File: src/rtl/reg_share_arbiter.sv
// Shares one WIDTH-bit register among N_REQ requesters: round-robin arbitration, one-cycle
// grant pulse, then HOLD_CYCLES busy cycles. Define ARB_FIXED_PRIO_EN for fixed lowest-index priority.
module reg_share_arbiter #(
  parameter int unsigned N_REQ       = 4,
  parameter int unsigned WIDTH       = 8,
  parameter int unsigned ID_W        = 2,
  parameter int unsigned HOLD_CYCLES = 2
) (
  input  logic                     clk,
  input  logic                     reset,
  input  logic [N_REQ-1:0]         req,
  input  logic [N_REQ*WIDTH-1:0]   data_in,
  output logic [N_REQ-1:0]         gnt,
  output logic [WIDTH-1:0]         q,
  output logic                     q_valid,
  output logic [ID_W-1:0]          owner,
  output logic                     busy
);

  localparam int unsigned CNT_W = 4;

  typedef enum logic {
    ST_IDLE = 1'b0,
    ST_HOLD = 1'b1
  } state_e;

  state_e             state_q;
  logic [ID_W-1:0]    ptr_q;
  logic [CNT_W-1:0]   hold_cnt_q;
  logic [N_REQ-1:0]   gnt_q;
  logic [WIDTH-1:0]   q_q;
  logic               q_valid_q;
  logic [ID_W-1:0]    owner_q;
  logic               busy_q;

  logic               win_vld_d;
  logic [ID_W-1:0]    win_idx_d;
  logic [ID_W-1:0]    ptr_d;
  logic [WIDTH-1:0]   slice_d;
  logic [N_REQ-1:0]   rot_d;
  int unsigned        idx_d;

  // Winner search: first asserted request starting at ptr_q, wrapping modulo N_REQ.
  // In the fixed-priority build ptr_q is pinned to zero, so the search always starts at 0.
  always_comb begin
    win_vld_d = 1'b0;
    win_idx_d = '0;
    rot_d     = '0;
    idx_d     = 0;
    for (int unsigned k = 0; k < N_REQ; k++) begin
      idx_d = 32'(ptr_q) + k;
      if (idx_d >= N_REQ) begin
        idx_d = idx_d - N_REQ;
      end
      rot_d = req >> idx_d;
      if (!win_vld_d && rot_d[0]) begin
        win_vld_d = 1'b1;
        win_idx_d = ID_W'(idx_d);
      end
    end
  end

  always_comb begin
    slice_d = WIDTH'(data_in >> (32'(win_idx_d) * WIDTH));
`ifdef ARB_FIXED_PRIO_EN
    ptr_d = '0;
`else
    if (win_idx_d == ID_W'(N_REQ - 1)) begin
      ptr_d = '0;
    end else begin
      ptr_d = win_idx_d + ID_W'(1);
    end
`endif
  end

  // Arbitration FSM with registered outputs.
  always_ff @(posedge clk) begin
    if (reset) begin
      state_q    <= ST_IDLE;
      ptr_q      <= '0;
      hold_cnt_q <= '0;
      gnt_q      <= '0;
      q_q        <= '0;
      q_valid_q  <= 1'b0;
      owner_q    <= '0;
      busy_q     <= 1'b0;
    end else begin
      case (state_q)
        ST_IDLE: begin
          gnt_q <= '0;
          if (win_vld_d) begin
            q_q        <= slice_d;
            gnt_q      <= N_REQ'(1) << win_idx_d;
            owner_q    <= win_idx_d;
            q_valid_q  <= 1'b1;
            ptr_q      <= ptr_d;
            busy_q     <= 1'b1;
            hold_cnt_q <= CNT_W'(HOLD_CYCLES);
            state_q    <= ST_HOLD;
          end
        end
        ST_HOLD: begin
          gnt_q <= '0;
          if (hold_cnt_q == '0) begin
            state_q <= ST_IDLE;
            busy_q  <= 1'b0;
          end else begin
            hold_cnt_q <= hold_cnt_q - CNT_W'(1);
          end
        end
        default: state_q <= ST_IDLE;
      endcase
    end
  end

  assign gnt     = gnt_q;
  assign q       = q_q;
  assign q_valid = q_valid_q;
  assign owner   = owner_q;
  assign busy    = busy_q;

endmodule

File: config.mk
export PLATFORM = sky130hd
export DESIGN_NAME = reg_share_arbiter
export DESIGN_NICKNAME = d
export VERILOG_FILES = /design/src/rtl/reg_share_arbiter.sv
export SDC_FILE = /design/constraint.sdc
export NUM_CORES = 1
export LEC_CHECK = 0
export ABC_CLOCK_PERIOD_IN_PS = 7800
export CORE_MARGIN = 1.5
export CORE_UTILIZATION = 46
export DETAILED_ROUTE_END_ITERATION = 12
export PLACE_DENSITY = 0.9
export SLEW_MARGIN = 20
export SYNTH_ARGS = -nofsm -noshare
export SYNTH_HDL_FRONTEND = slang
export SYNTH_SLANG_ARGS = --single-unit
File: constraint.sdc
create_clock -name clk -period 7.8 [get_ports clk]
set_clock_uncertainty 0.1 [all_clocks]
set_input_delay 0.78 -clock clk [delete_from_list [all_inputs] [get_ports clk]]
set_output_delay 0.78 -clock clk [all_outputs]
set_load 0.005 [all_outputs]
==> impl_metrics.tcl, run 1 <==
set metrics [dict create \
    total_power_w 0.000582 \
    finalSetupViolCount 0 \
    synthToLayoutAreaGrowth_pct 42.5 \
    dp_hpwl_mm 2.46 \
    fin_tns_setup_ns 0 \
    synth_seq_cells 23 \
    gp_congestion 0.979 \
    dieHeight_microns 56.8 \
    synth_compound_area_share_pct 16.4 \
    critPathMaxFanout 21 \
    grt_setup_unrepaired "no" \
    rrSetupSlack_ns 4.05 \
    viasPerCell 5.68 \
    synth_top_area_cell "dfxtp_1" \
    start_kind "flip-flop" \
    finalHoldViolations 0 \
    grt_pass1_vias 1282 \
    hold_path.class "flip-flop to flip-flop" \
    setup.worst_path.start "ptr_q[0]$_SDFFE_PP0P_" \
    rows 19 \
    vias 1313 \
    crit_path_end_kind "flip-flop" \
    synth_mux_area_share_pct 18.0 \
    rr_endpoint "ptr_q[1]$_SDFFE_PP0P_" \
    grt_max_degree 22 \
    syn_area_sq_um 1330 \
    wl_mm 3.12 \
    synth_top_family_by_area "simple AND/OR/NAND/NOR gates" \
    finalCritPeriodShare_pct 48.1 \
    period_minus_slack_ns 3.75 \
    first_iter_violations 62 \
    synth_fa_ha_area_share_pct 6.58 \
    drt_pass1_iterations 4 \
    clock_path_buffers 2 \
    pwr_density_cell_nw_per_um2 307 \
    cts_resized 0 \
    clock_latency_ns 0.31 \
    synth_edf_count 0 \
    setup_slack_ns 4.05 \
    avgSynthCellArea_sq_um 9.00 \
    synth-simple-area-share_pct 18.7 \
    clk_pin_slew_worst_paths_ns 0.12 \
    coreArea_sq_um 2760 \
    nets 246 \
    r2r-start "ptr_q[0]$_SDFFE_PP0P_" \
    die-width_microns 56.8 \
    synthesis.nets 193 \
    status "finished clean" \
    synth-xor-area-share_pct 0.658 \
    yosysTopAreaCellShare_pct 34.6 \
    drive_above_1_share_pct 6.00 \
    multi_input_area_sq_um 810 \
    port_buffers 53 \
    ff_latch_area_sq_um 460 \
    cts_tree "done" \
    yosys_warnings 0 \
    power.leakage_nw 0.776 \
    cts_root_buf "clkbuf_4" \
    wl_per_cell_microns 13.5 \
    synth_cell_types 36 \
    grtUsageTotal_pct 20.2 \
    crit_arrival_ns 3.85 \
    fin_area_sq_um 1900 \
    grt.overflow.total 0 \
    pin_count 54 \
    required_ns 7.89 \
    numClockSinks 23 \
    synth.top_cells.by_area "dfxtp_1, mux2i_1, ha_1" \
    ctsHtreeMaxLevel 1 \
    synthArstFlopShare_pct 0 \
    drtAntennaViolNets 0 \
    synthCells 148 \
    placed_area_sq_um 1870 \
    grt_pass1_wl_mm 5.26 \
    mostFrequentLayoutCell "clkdlybuf4s50_1" \
    dieArea_sq_um 3230 \
    max_clock_freq_mhz 266 \
    layout_common_cells "clkdlybuf4s50_1, dfxtp_1, mux2i_1, nor2_1, nand2_1" \
    ir_drop_mv 0.196 \
    diodes 0 \
    worstMarginPinSlew_ns 1.09 \
    start_util_pct 48.3 \
    drcViolationCount 0 \
    post-place-ws_ns 3.90 \
    maxCapViolations 0 \
    cp-endpoint "ptr_q[1]$_SDFFE_PP0P_" \
    synth.yosys.seq_area_share_pct 34.6 \
    cts_setup_buffers 0 \
    finalMaxSlewViolations 0 \
    relSlewSlack_pct 26.9 \
    critPathKind "flip-flop to flip-flop" \
    rr_worst_depth 10 \
    hold_buffers 0 \
    num-fill-cells 213 \
    cts_buffers 3 \
    antenna_found_initial 0 \
    postSynth.topFlopCell "dfxtp_1" \
]
[metal layers]
metal / global-route usage (%) / up-vias / wire length (microns)
met5: 0 / - / 0
met4: 7.64 / 0 / 35
met3: 3.69 / 4 / 263
met2: 35.5 / 69 / 1480
met1: 24.3 / 598 / 1340
li1: - / 642 / -
[critical path, cell delays in order, from the launching register on]
cell and delay (ns):
dfxtp_1 0.67, inv_2 0.12, ha_1 0.42, mux2i_1 0.16, or3_4 0.40, a31o_1 0.25, nor3_4 0.90, inv_2 0.11
ha_1 0.33, a21oi_1 0.12, nor2_1 0.05
[worst min path at each step]
stage                          startpoint  cells past startpoint                    endpoint  slack (ns)
2_1_floorplan  hold_cnt_q[2]$_SDFFE_PP0P_                      2  hold_cnt_q[2]$_SDFFE_PP0P_        0.35
3_3_place_gp            q[0]$_SDFFE_PP0P_                      2           q[0]$_SDFFE_PP0P_        0.35
3_5_place_dp            q[5]$_SDFFE_PP0P_                      2           q[5]$_SDFFE_PP0P_        0.36
4_1_cts                 q[0]$_SDFFE_PP0P_                      2           q[0]$_SDFFE_PP0P_        0.40
5_1_grt                 q[6]$_SDFFE_PP0P_                      2           q[6]$_SDFFE_PP0P_        0.43
6_report                q[7]$_SDFFE_PP0P_                      2           q[7]$_SDFFE_PP0P_        0.39
[stage by stage]
stage	cells	utilization, %	hold WS [ns]
after floorplan	148	-	0.353
after global placement	227	67.8	0.345
after detailed placement	227	67.8	0.359
after CTS	231	68.8	0.397
after global routing	231	68.8	0.427
final	231	68.8	0.395
[logic make-up (layout without fill, tap and decap cells)]
group,count (synthesis),in the layout
compound gates,29,29
simple gates,53,53
buf+inv,13,65
mux,22,22
flops,23,23
fa+ha+maj,7,7
xor+xnor,1,1
[registers in the layout (all words and copies together), names as in the netlist]
name        count
owner           2
q               8
ptr_q           2
gnt             4
hold_cnt_q      4
state_q         1
q_valid         1
busy            1
[final cells by class]
cell class | instances | area share, %
Inverter | 8 | 1.58
Sequential cell | 23 | 24.3
Clock inverter | 1 | 0.264
Timing Repair Buffer | 53 | 28.0
Clock buffer | 3 | 1.19
Tap cell | 31 | 2.04
Multi-Input combinational cell | 112 | 42.7
[synthesized netlist by cell type, types with 2 or more instances]
| cell | n |
|---|---|
| clkbuf_1 | 2 |
| mux2_2 | 2 |
| buf_6 | 2 |
| and2_1 | 2 |
| a21oi_1 | 7 |
| o21ai_0 | 2 |
| mux2i_1 | 19 |
| nand3_1 | 3 |
| inv_1 | 5 |
| inv_2 | 3 |
| nand2_1 | 17 |
| a21o_1 | 2 |
| nor2_1 | 19 |
| ha_1 | 7 |
| nor2b_1 | 2 |
| o221ai_1 | 8 |
| dfxtp_1 | 23 |
| nor3_1 | 2 |
| a211oi_1 | 4 |
[power by group]
| part | internal [W] | total, W | switching (W) | leakage [nW] |
|---|---|---|---|---|
| logic | 0.000175 | 0.000342 | 0.000167 | 0.569 |
| clock network | 0.0000191 | 0.0000538 | 0.0000347 | 0.0177 |
| registers | 0.000157 | 0.000186 | 0.0000296 | 0.190 |
(Power assumes the default switching activity.)
==> run 2: changes to the inputs <==
--- a/config.mk
+++ b/config.mk
@@ -5,11 +5,11 @@
 export SDC_FILE = /design/constraint.sdc
 export NUM_CORES = 1
 export LEC_CHECK = 0
-export ABC_CLOCK_PERIOD_IN_PS = 7800
+export ABC_CLOCK_PERIOD_IN_PS = 3650
 export CORE_MARGIN = 1.5
-export CORE_UTILIZATION = 46
+export CORE_UTILIZATION = 43
 export DETAILED_ROUTE_END_ITERATION = 12
-export PLACE_DENSITY = 0.9
+export PLACE_DENSITY = 0.85
 export SLEW_MARGIN = 20
 export SYNTH_ARGS = -nofsm -noshare
 export SYNTH_HDL_FRONTEND = slang
==> constraint.sdc (replaced) <==
create_clock -name clk -period 3.65 [get_ports clk]
set_clock_uncertainty 0.1 [all_clocks]
set_input_delay 0.365 -clock clk [delete_from_list [all_inputs] [get_ports clk]]
set_output_delay 0.365 -clock clk [all_outputs]
set_load 0.005 [all_outputs]
==> impl_metrics.tcl, run 2 (synthesis gave the netlist of run 1 again) <==
set metrics [dict create \
    status "finished clean" \
    antenna_found_initial 0 \
    fin_tns_setup_ns 0 \
    viasPerCell 5.59 \
    clock_latency_ns 0.31 \
    wl_mm 3.44 \
    grt_pass1_wl_mm 5.73 \
    whs_ns 0.396 \
    gp_congestion 0.914 \
    clk_pin_slew_worst_paths_ns 0.13 \
    grt_pass1_vias 1345 \
    ctsHtreeMaxLevel 1 \
    cp-endpoint "q[3]$_SDFFE_PP0P_" \
    path_depth 9 \
    rows 20 \
    pwr-share-clk_pct 9.4 \
    drive_above_1_share_pct 7.35 \
    first_iter_violations 69 \
    critPathKind "flip-flop to flip-flop" \
    grtUsageTotal_pct 21.0 \
    grt.overflow.total 0 \
    grt_setup_unrepaired "no" \
    switching_share_pct 39.7 \
    wl_per_cell_microns 14.5 \
    cts_tree "done" \
    finalSetupViolCount 0 \
    path_common_cell "mux2i_1" \
    finalCritPeriodShare_pct 90.2 \
    start_util_pct 44.3 \
    pin_count 54 \
    synthToLayoutAreaGrowth_pct 44.8 \
    pwr-share-seq_pct 30.3 \
    hold_path.class "flip-flop to flip-flop" \
    cts_root_buf "clkbuf_4" \
    start_kind "flip-flop" \
    cp_top_family "simple AND/OR/NAND/NOR gates" \
    ir_drop_mv 0.400 \
    port_buffers 53 \
    worstPathCellList "inv_1 > ha_1 > mux2i_1 > or3_4 > a31o_1 > nor3_4 > buf_4 > mux2i_1 > o221ai_1" \
    crit_arrival_ns 3.38 \
    cts_setup_buffers 0 \
    cts_resized 0 \
    finalMaxSlewViolations 0 \
    dieHeight_microns 58.6 \
    rr_endpoint "q[3]$_SDFFE_PP0P_" \
    critPathMaxFanout 12 \
    clock_path_buffers 2 \
    maxCapViolations 0 \
    num-fill-cells 253 \
    p_sw_w 0.000508 \
    crit_path_end_kind "flip-flop" \
    required_ns 3.74 \
    r2r-start "ptr_q[1]$_SDFFE_PP0P_" \
    coreArea_sq_um 3000 \
    drcViolationCount 0 \
    diodes 0 \
    pwr-share-comb_pct 60.3 \
    numClockSinks 23 \
    pwr_density_cell_nw_per_um2 663 \
    rrSetupSlack_ns 0.36 \
    vias 1325 \
    setup.worst_path.start "ptr_q[1]$_SDFFE_PP0P_" \
    hold_buffers 0 \
    total_power_w 0.00128 \
    drtAntennaViolNets 0 \
    relSlewSlack_pct 62.9 \
    period_minus_slack_ns 3.29 \
    finalHoldViolations 0 \
    largest_reg_flops 8 \
    p_int_w 0.000770 \
    max_clock_freq_mhz 304 \
    dieArea_sq_um 3440 \
    dp_hpwl_mm 2.66 \
    grt_max_degree 14 \
    power.leakage_nw 0.793 \
    critPathBufInv 2 \
    cts_buffers 3 \
    rr_worst_depth 9 \
    worstMarginPinSlew_ns 0.554 \
    cp_slowest_cell "dfxtp_1" \
    layout_common_cells "clkdlybuf4s50_1, dfxtp_1, mux2i_1, nor2_1, nand2_1" \
    mostFrequentLayoutCell "clkdlybuf4s50_1" \
    nets 250 \
    die-width_microns 58.6 \
    drt_pass1_iterations 7 \
    slowest_delay_ns 0.52 \
]
## run 2: layout make-up
class / instances / area (sq um) / share of cell area (%)
repair buffers: 57 / 561 / 29.1
clock buffers: 4 / 26.3 / 1.36
flip-flops and latches: 23 / 460 / 23.9
inverters: 8 / 30.0 / 1.56
multi-input cells: 112 / 810 / 42.0
well taps: 33 / 41.3 / 2.14
## run 2: how the worst min path moves through the flow
stage                            endpoint                  startpoint  cells past startpoint  slack (ns)
6_report                q[5]$_SDFFE_PP0P_           q[5]$_SDFFE_PP0P_                      2        0.40
5_1_grt                 q[7]$_SDFFE_PP0P_           q[7]$_SDFFE_PP0P_                      2        0.42
4_1_cts        hold_cnt_q[2]$_SDFFE_PP0P_  hold_cnt_q[2]$_SDFFE_PP0P_                      2        0.40
3_5_place_dp            q[7]$_SDFFE_PP0P_           q[7]$_SDFFE_PP0P_                      2        0.36
3_3_place_gp            q[3]$_SDFFE_PP0P_           q[3]$_SDFFE_PP0P_                      2        0.35
2_1_floorplan  hold_cnt_q[3]$_SDFFE_PP0P_                       reset                      1        0.34
## run 2: through the flow
step                util, %  instance area, sq um  cells  setup slack [ns]
floorplan                 -                  1330    148             0.760
global placement       63.3                  1900    233             0.539
detailed placement     63.3                  1900    233             0.405
CTS                    64.2                  1930    237             0.370
global route           64.2                  1930    237             0.156
finish                 64.2                  1930    237             0.359
## run 2: power groups by stage
| stage | Clock [W] | Sequential [W] | Combinational [W] |
|---|---|---|---|
| 2_1_floorplan | 0 | 0.000391 | 0.000503 |
| 3_3_place_gp | 0 | 0.000388 | 0.000739 |
| 3_5_place_dp | 0 | 0.000391 | 0.000767 |
| 4_1_cts | 0.000122 | 0.000387 | 0.000770 |
| 5_1_grt | 0.000136 | 0.000398 | 0.000844 |
| 6_report | 0.000120 | 0.000388 | 0.000771 |
## run 2: worst reg2reg max path: cells and delay by family, from the launching register on
family / cells / cell delay (ns)
compound gates: 2 / 0.40
simple gates: 2 / 0.90
flops: 1 / 0.52
mux: 2 / 0.37
fa+ha+maj: 1 / 0.39
buf+inv: 2 / 0.50
## run 2: routing by layer
layer	track usage, %	routed length (microns)	share of wire, %	vias up
met4	7.79	34	0.99	0
met5	0	0	0	-
met2	35.0	1690	49	43
li1	-	-	-	651
met3	2.64	150	4.4	4
met1	27.8	1570	46	627
==> run 3: changes to the inputs <==
--- a/config.mk
+++ b/config.mk
@@ -6,6 +6,7 @@
 export NUM_CORES = 1
 export LEC_CHECK = 0
 export ABC_CLOCK_PERIOD_IN_PS = 3650
+export CAP_MARGIN = 40
 export CORE_MARGIN = 1.5
 export CORE_UTILIZATION = 43
 export DETAILED_ROUTE_END_ITERATION = 12
==> results of run 3 <==
Same layout as run 2: the final DEF is identical, and so are final timing and power.
==> RTL change 1: new RTL, settings of run 2 <==
The parameter `N_REQ` goes from 4 to 8.
--- a/src/rtl/reg_share_arbiter.sv
+++ b/src/rtl/reg_share_arbiter.sv
@@ -3,3 +3,3 @@
 module reg_share_arbiter #(
-  parameter int unsigned N_REQ       = 4,
+  parameter int unsigned N_REQ       = 8,
   parameter int unsigned WIDTH       = 8,
Interface: changed (resized data_in, gnt and req); port bits go from 54 to 94. No check against the original RTL was run, so the function may have changed too.
==> RTL change 1 against run 2 <==
  * Count of clock-buffer cells in the layout unchanged
  * Setup slack got worse by 0.23 ns
  * Final area up 30%
  * Area after synthesis up 35%
  * Die area rose by 34%
  * Final cell count is 29% higher
  * Critical path depth increased by 2
  * Wire length up 34%
  * Total power grew 52%
  * Largest cell class unchanged
  * Sequential cell count unchanged
  * Via count rose by 30%
==> RTL change 1: results (changes against run 2) <==
| Metric | Value |
|---|---|
| Outcome | `finished clean` |
| Cell variety after synth | `46 (+28%)` |
| Sequential fraction of total cell area | `18.3% (-5.5 points)` |
| Met1 usage | `25.6% (-2.1 points)` |
| I/O Buffers | `57 (+7.5%)` |
| Worst Min Path Start | `owner[0]` |
| Non-CTS buffers | `69 (+21%)` |
| Dpl cells | `300 (+29%)` |
| Gpl congestion | `0.897 (-1.9%)` |
| Register area share after synthesis | `25.5% (-9.0 points)` |
| Metal2 WL | `2350 µm (+39%)` |
| Seq_cells | `23 (unchanged)` |
| Routing usage on met3 | `4.00% (+1.4 points)` |
| Leakage power | `0.000991 µW (+25%)` |
| Max incr delay on CP | `0.43 ns (-0.09 ns)` |
| Nets | `338 (+35%)` |
| Initial antenna violation count | `0 (unchanged)` |
| Crit path DAT | `3.57 ns (+0.19 ns)` |
| Reg-to-reg setup timing slack | `0.13 ns (-0.23 ns)` |
| Commonest cells post-synth | `dfxtp_1 (23), nor2_1 (22), a21oi_1 (12), mux2_2 (9)` |
| Layout cells sized above 1 | `17.6% (+10 points)` |
| DR WL/cell | `15.1 µm (+3.9%)` |
| Total vias in the final route | `1721 (+30%)` |
| Buffer share of cell area | `26.8% (-2.3 points)` |
| First-pass GRT wire length | `7290 µm (+27%)` |
| Hold_ws | `0.353 ns (-0.0428 ns)` |
| 1st-iter DRT viols | `95 (+38%)` |
| Largest net degree at the start of global routing | `15 (+1)` |
| Fill count | `350 (+38%)` |
| GR Util All Layers | `20.8% (-0.13 points)` |
| Worst-path fanout max | `10 (-2)` |
| R2R Path End | `q[5]` |
| 1st-pass router iterations | `4 (-3)` |
| Multi-input comb cells | `152 (+36%)` |
| Fin cells | `306 (+29%)` |
| R2R cell count | `11 (+2)` |
| Top cells by area, synth | `dfxtp_1 (26%), mux2_2 (5.6%), mux2_4 (5.0%)` |
| Delay-heaviest family, CP | `compound AO/OA/AOI/OAI gates` |
| CTS Buffer Depth | `2 (unchanged)` |
| ClkCell Share | `1.79% (+0.43 points)` |
| Via count of the first global-routing pass | `1602 (+19%)` |
| Clock transition at path regs | `0.08 ns (-0.05 ns)` |
| WL met3 | `215 µm (+43%)` |
| Worst Hold Path EP | `owner[0]` |
| Skew-Pair Late Insertion Delay | `0.26 ns (-0.05 ns)` |
| P_int | `1130 µW (+47%)` |
| Pre-CTS WS | `0.0321 ns (-0.372 ns)` |
| Slew @ Worst Pin | `0.536 ns (-0.0182 ns)` |
| Met2 Use GR | `36.9% (+1.9 points)` |
| Post-DP HPWL | `3510 µm (+32%)` |
## RTL change 1: changes by cell type in the layout (fill, tap and decap cells not counted), sizes merged, moves of 5 or more
| cell | change |
|---|---|
| a221o | +7 |
| nand2b | +5 |
| o21ai | +6 |
| mux2 | +13 |
| nand2 | -10 |
| mux2i | -11 |
| a21oi | +5 |
| buf | +8 |
| o221ai | -7 |
## RTL change 1: kinds of logic (layout without fill, tap and decap cells)
kind of cell	after synthesis	after routing	synth area share, %
and+or+nand+nor	60	60	17.3
AOI/OAI and AO/OA	51	51	21.6
muxes	28	28	22.4
DFF	23	23	25.5
buffers and inverters	22	81	7.15
adders and majority gates	7	7	4.86
xor gates and xnor gates	2	2	0.972
other	1	4	0.208
## RTL change 1: how the worst max path moves through the flow
stage | endpoint | slack, ns | cells after the start | from
2_1_floorplan | q[3] | 0.05 | 13 | ptr_q[0]
3_3_place_gp | q[3] | 0.08 | 11 | ptr_q[1]
3_5_place_dp | q[6] | 0.03 | 11 | ptr_q[1]
4_1_cts | q[5] | 0.01 | 11 | ptr_q[1]
5_1_grt | q[4] | 0.006 | 11 | ptr_q[1]
6_report | q[5] | 0.13 | 11 | ptr_q[1]
## RTL change 1: power by group through the flow
stage,sequential [µW],combinational [µW],clock (µW)
2_1_floorplan,375,1010,0
3_3_place_gp,361,1360,0
3_5_place_dp,362,1390,0
4_1_cts,358,1400,160
5_1_grt,365,1550,172
6_report,358,1430,157
## RTL change 1: per-stage QoR
step / area, µm² / total power, µW
after floorplan: 1820 / 1390
after global placement: 2440 / 1720
after detailed placement: 2440 / 1760
after CTS: 2480 / 1920
after global routing: 2520 / 2090
final: 2520 / 1940
## RTL change 1: worst min-delay path, cell delays in order, from the launching register on
cell,delay [ns]
dfxtp_1,0.32
nand2_1,0.05
nand2_1,0.05
==> RTL change 2: new RTL, settings of run 2 <==
Made on the original files. Reset style: asynchronous (`reset`), changed in one clocked block.
--- a/src/rtl/reg_share_arbiter.sv
+++ b/src/rtl/reg_share_arbiter.sv
@@ -76,3 +76,3 @@
   // Arbitration FSM with registered outputs.
-  always_ff @(posedge clk) begin
+  always_ff @(posedge clk or posedge reset) begin
     if (reset) begin
Formal check against the unedited RTL: differs if reset is asserted again (counterexample within 4 cycles, from zero or initial values and one cycle with reset high); with reset held inactive, the same outputs for 10 cycles.
==> RTL change 2 against run 2 <==
  * Total power increased by 39%
  * Final area rose by 8.6%
  * Area after synthesis grew 13%
  * Sequential cell count is the same
  * Worst hold slack worse by 0.0082 ns
  * Sequential share of layout area rose by 3.6 points
  * Setup slack better by 0.29 ns
  * Final cell count is 5.1% higher
  * Wire length is 5.2% higher
  * Sequential power up 18%
  * Critical path type unchanged
  * Critical endpoint is now q[4]
  * Largest cell class unchanged
==> RTL change 2: results (changes against run 2) <==
| Metric | Value |
|---|---|
| Worst Min Path Start | `q_valid` |
| First-pass GRT wire length | `5900 µm (+2.9%)` |
| 1st-iter DRT viols | `56 (-19%)` |
| Leakage power | `0.000941 µW (+19%)` |
| 1st-pass router iterations | `4 (-3)` |
| WL met3 | `117 µm (-22%)` |
| Initial antenna violation count | `0 (unchanged)` |
| Largest net degree at the start of global routing | `24 (+10)` |
| Via/cell ratio | `5.35 (-4.3%)` |
| Synth Net Count | `196 (+1.6%)` |
| DRT Wirelength | `3620 µm (+5.2%)` |
| R2R Path End | `q[4]` |
| Hold_ws | `0.387 ns (-0.00821 ns)` |
| Fill count | `307 (+21%)` |
| Outcome | `finished clean` |
| Async S/R FF share, synth | `100% (+100 points)` |
| CTS buffer count | `3 (unchanged)` |
| Slew @ Worst Pin | `0.859 ns (+0.304 ns)` |
| Via count of the first global-routing pass | `1286 (-4.4%)` |
| Ys flop type | `dfrtp_1` |
| Metal2 WL | `1840 µm (+9.1%)` |
| GR Util All Layers | `19.0% (-2.0 points)` |
| Postcts setup bufs | `0 (unchanged)` |
| Synth warn | `0 (unchanged)` |
| Nets | `250 (unchanged)` |
| Reg-to-reg setup timing slack | `0.64 ns (+0.29 ns)` |
| Worst r2r src | `ptr_q[1]` |
| Post-DP HPWL | `2740 µm (+3.2%)` |
| Crit path DAT | `3.09 ns (-0.29 ns)` |
| Max-cap check violation count | `0 (unchanged)` |
| Hold depth | `1 (-1)` |
| CP max-delay cell | `dfrtp_1` |
| Post-DP Area | `0.00207 mm² (+8.7%)` |
| Top cells by area, synth | `dfrtp_1 (38%), mux2i_1 (12%), ha_1 (6.6%)` |
| Metal1 wirelength | `1630 µm (+3.5%)` |
| Pre-CTS WS | `0.687 ns (+0.282 ns)` |
| DR WL/cell | `14.6 µm (+0.13%)` |
| Syn Area/Cell | `10.1 µm² (+12%)` |
| Commonest cells post-synth | `dfrtp_1 (23), nand2_1 (20), mux2i_1 (18), inv_1 (10), nor2_1 (9)` |
| DR top layer | `met4` |
| Worst Hold Path EP | `q_valid` |
| Layout cells sized above 1 | `8.37% (+1.0 points)` |
| Cell variety after synth | `38 (+5.6%)` |
| Register area share after synthesis | `38.1% (+3.6 points)` |
| Max incr delay on CP | `0.62 ns (+0.10 ns)` |
| Gpl congestion | `0.885 (-3.1%)` |
| Worst IR Drop VDD | `0.000485 V (+21%)` |
| Worst-path fanout max | `16 (+4)` |
| Post-cts sizing count | `0 (unchanged)` |
| Sequential cell area | `576 µm² (+25%)` |
## RTL change 2: cell types whose count changed in the layout (fill, tap and decap cells not counted), sizes merged, moves of 3 or more
cell | before | now
dfrtp | 0 | 23
dfxtp | 23 | 0
nor2 | 19 | 9
a21oi | 7 | 0
o211ai | 0 | 5
a31oi | 1 | 5
a211oi | 4 | 1
nand2 | 17 | 20
nor3 | 3 | 0
o21ai | 2 | 5
## RTL change 2: worst max path at each step
stage	startpoint	end	cells past startpoint	slack (ns)
finish	ptr_q[1]	q[4]	9	0.64
global placement	ptr_q[1]	q[4]	9	0.74
global route	ptr_q[1]	q[1]	9	0.51
detailed placement	ptr_q[1]	q[4]	9	0.69
CTS	ptr_q[1]	q[4]	9	0.65
floorplan	ptr_q[0]	ptr_q[1]	13	0.62
## RTL change 2: metal layers
layer | global-route usage, % | vias up
met4 | 4.17 | 0
met1 | 23.4 | 645
li1 | - | 656
met5 | 0 | -
met3 | 4.17 | 4
met2 | 34.0 | 27
## RTL change 2: cell families after synthesis
group | count (synthesis) | synth area share [%]
AO/OA/AOI/OAI | 36 | 18.7
buffers and inverters | 18 | 6.47
AND/OR/NAND/NOR | 41 | 12.3
multiplexers | 23 | 17.2
adder cells (fa/ha/maj) | 8 | 6.63
flip-flops | 23 | 38.1
XOR/XNOR | 1 | 0.581
## RTL change 2: report_power, final
group          leakage [µW]  switching (µW)  internal, µW
clock             0.0000177            78.1          41.0
sequential         0.000280            85.1           372
combinational      0.000643             603           594
## RTL change 2: area by class of cell
| class | count | area share (%) |
|---|---|---|
| well taps | 46 | 2.75 |
| repair buffers | 57 | 26.8 |
| clock buffers | 3 | 1.08 |
| flip-flops and latches | 23 | 27.5 |
| multi-input cells | 109 | 39.9 |
| inverters | 10 | 1.79 |
| clock inverters | 1 | 0.239 |
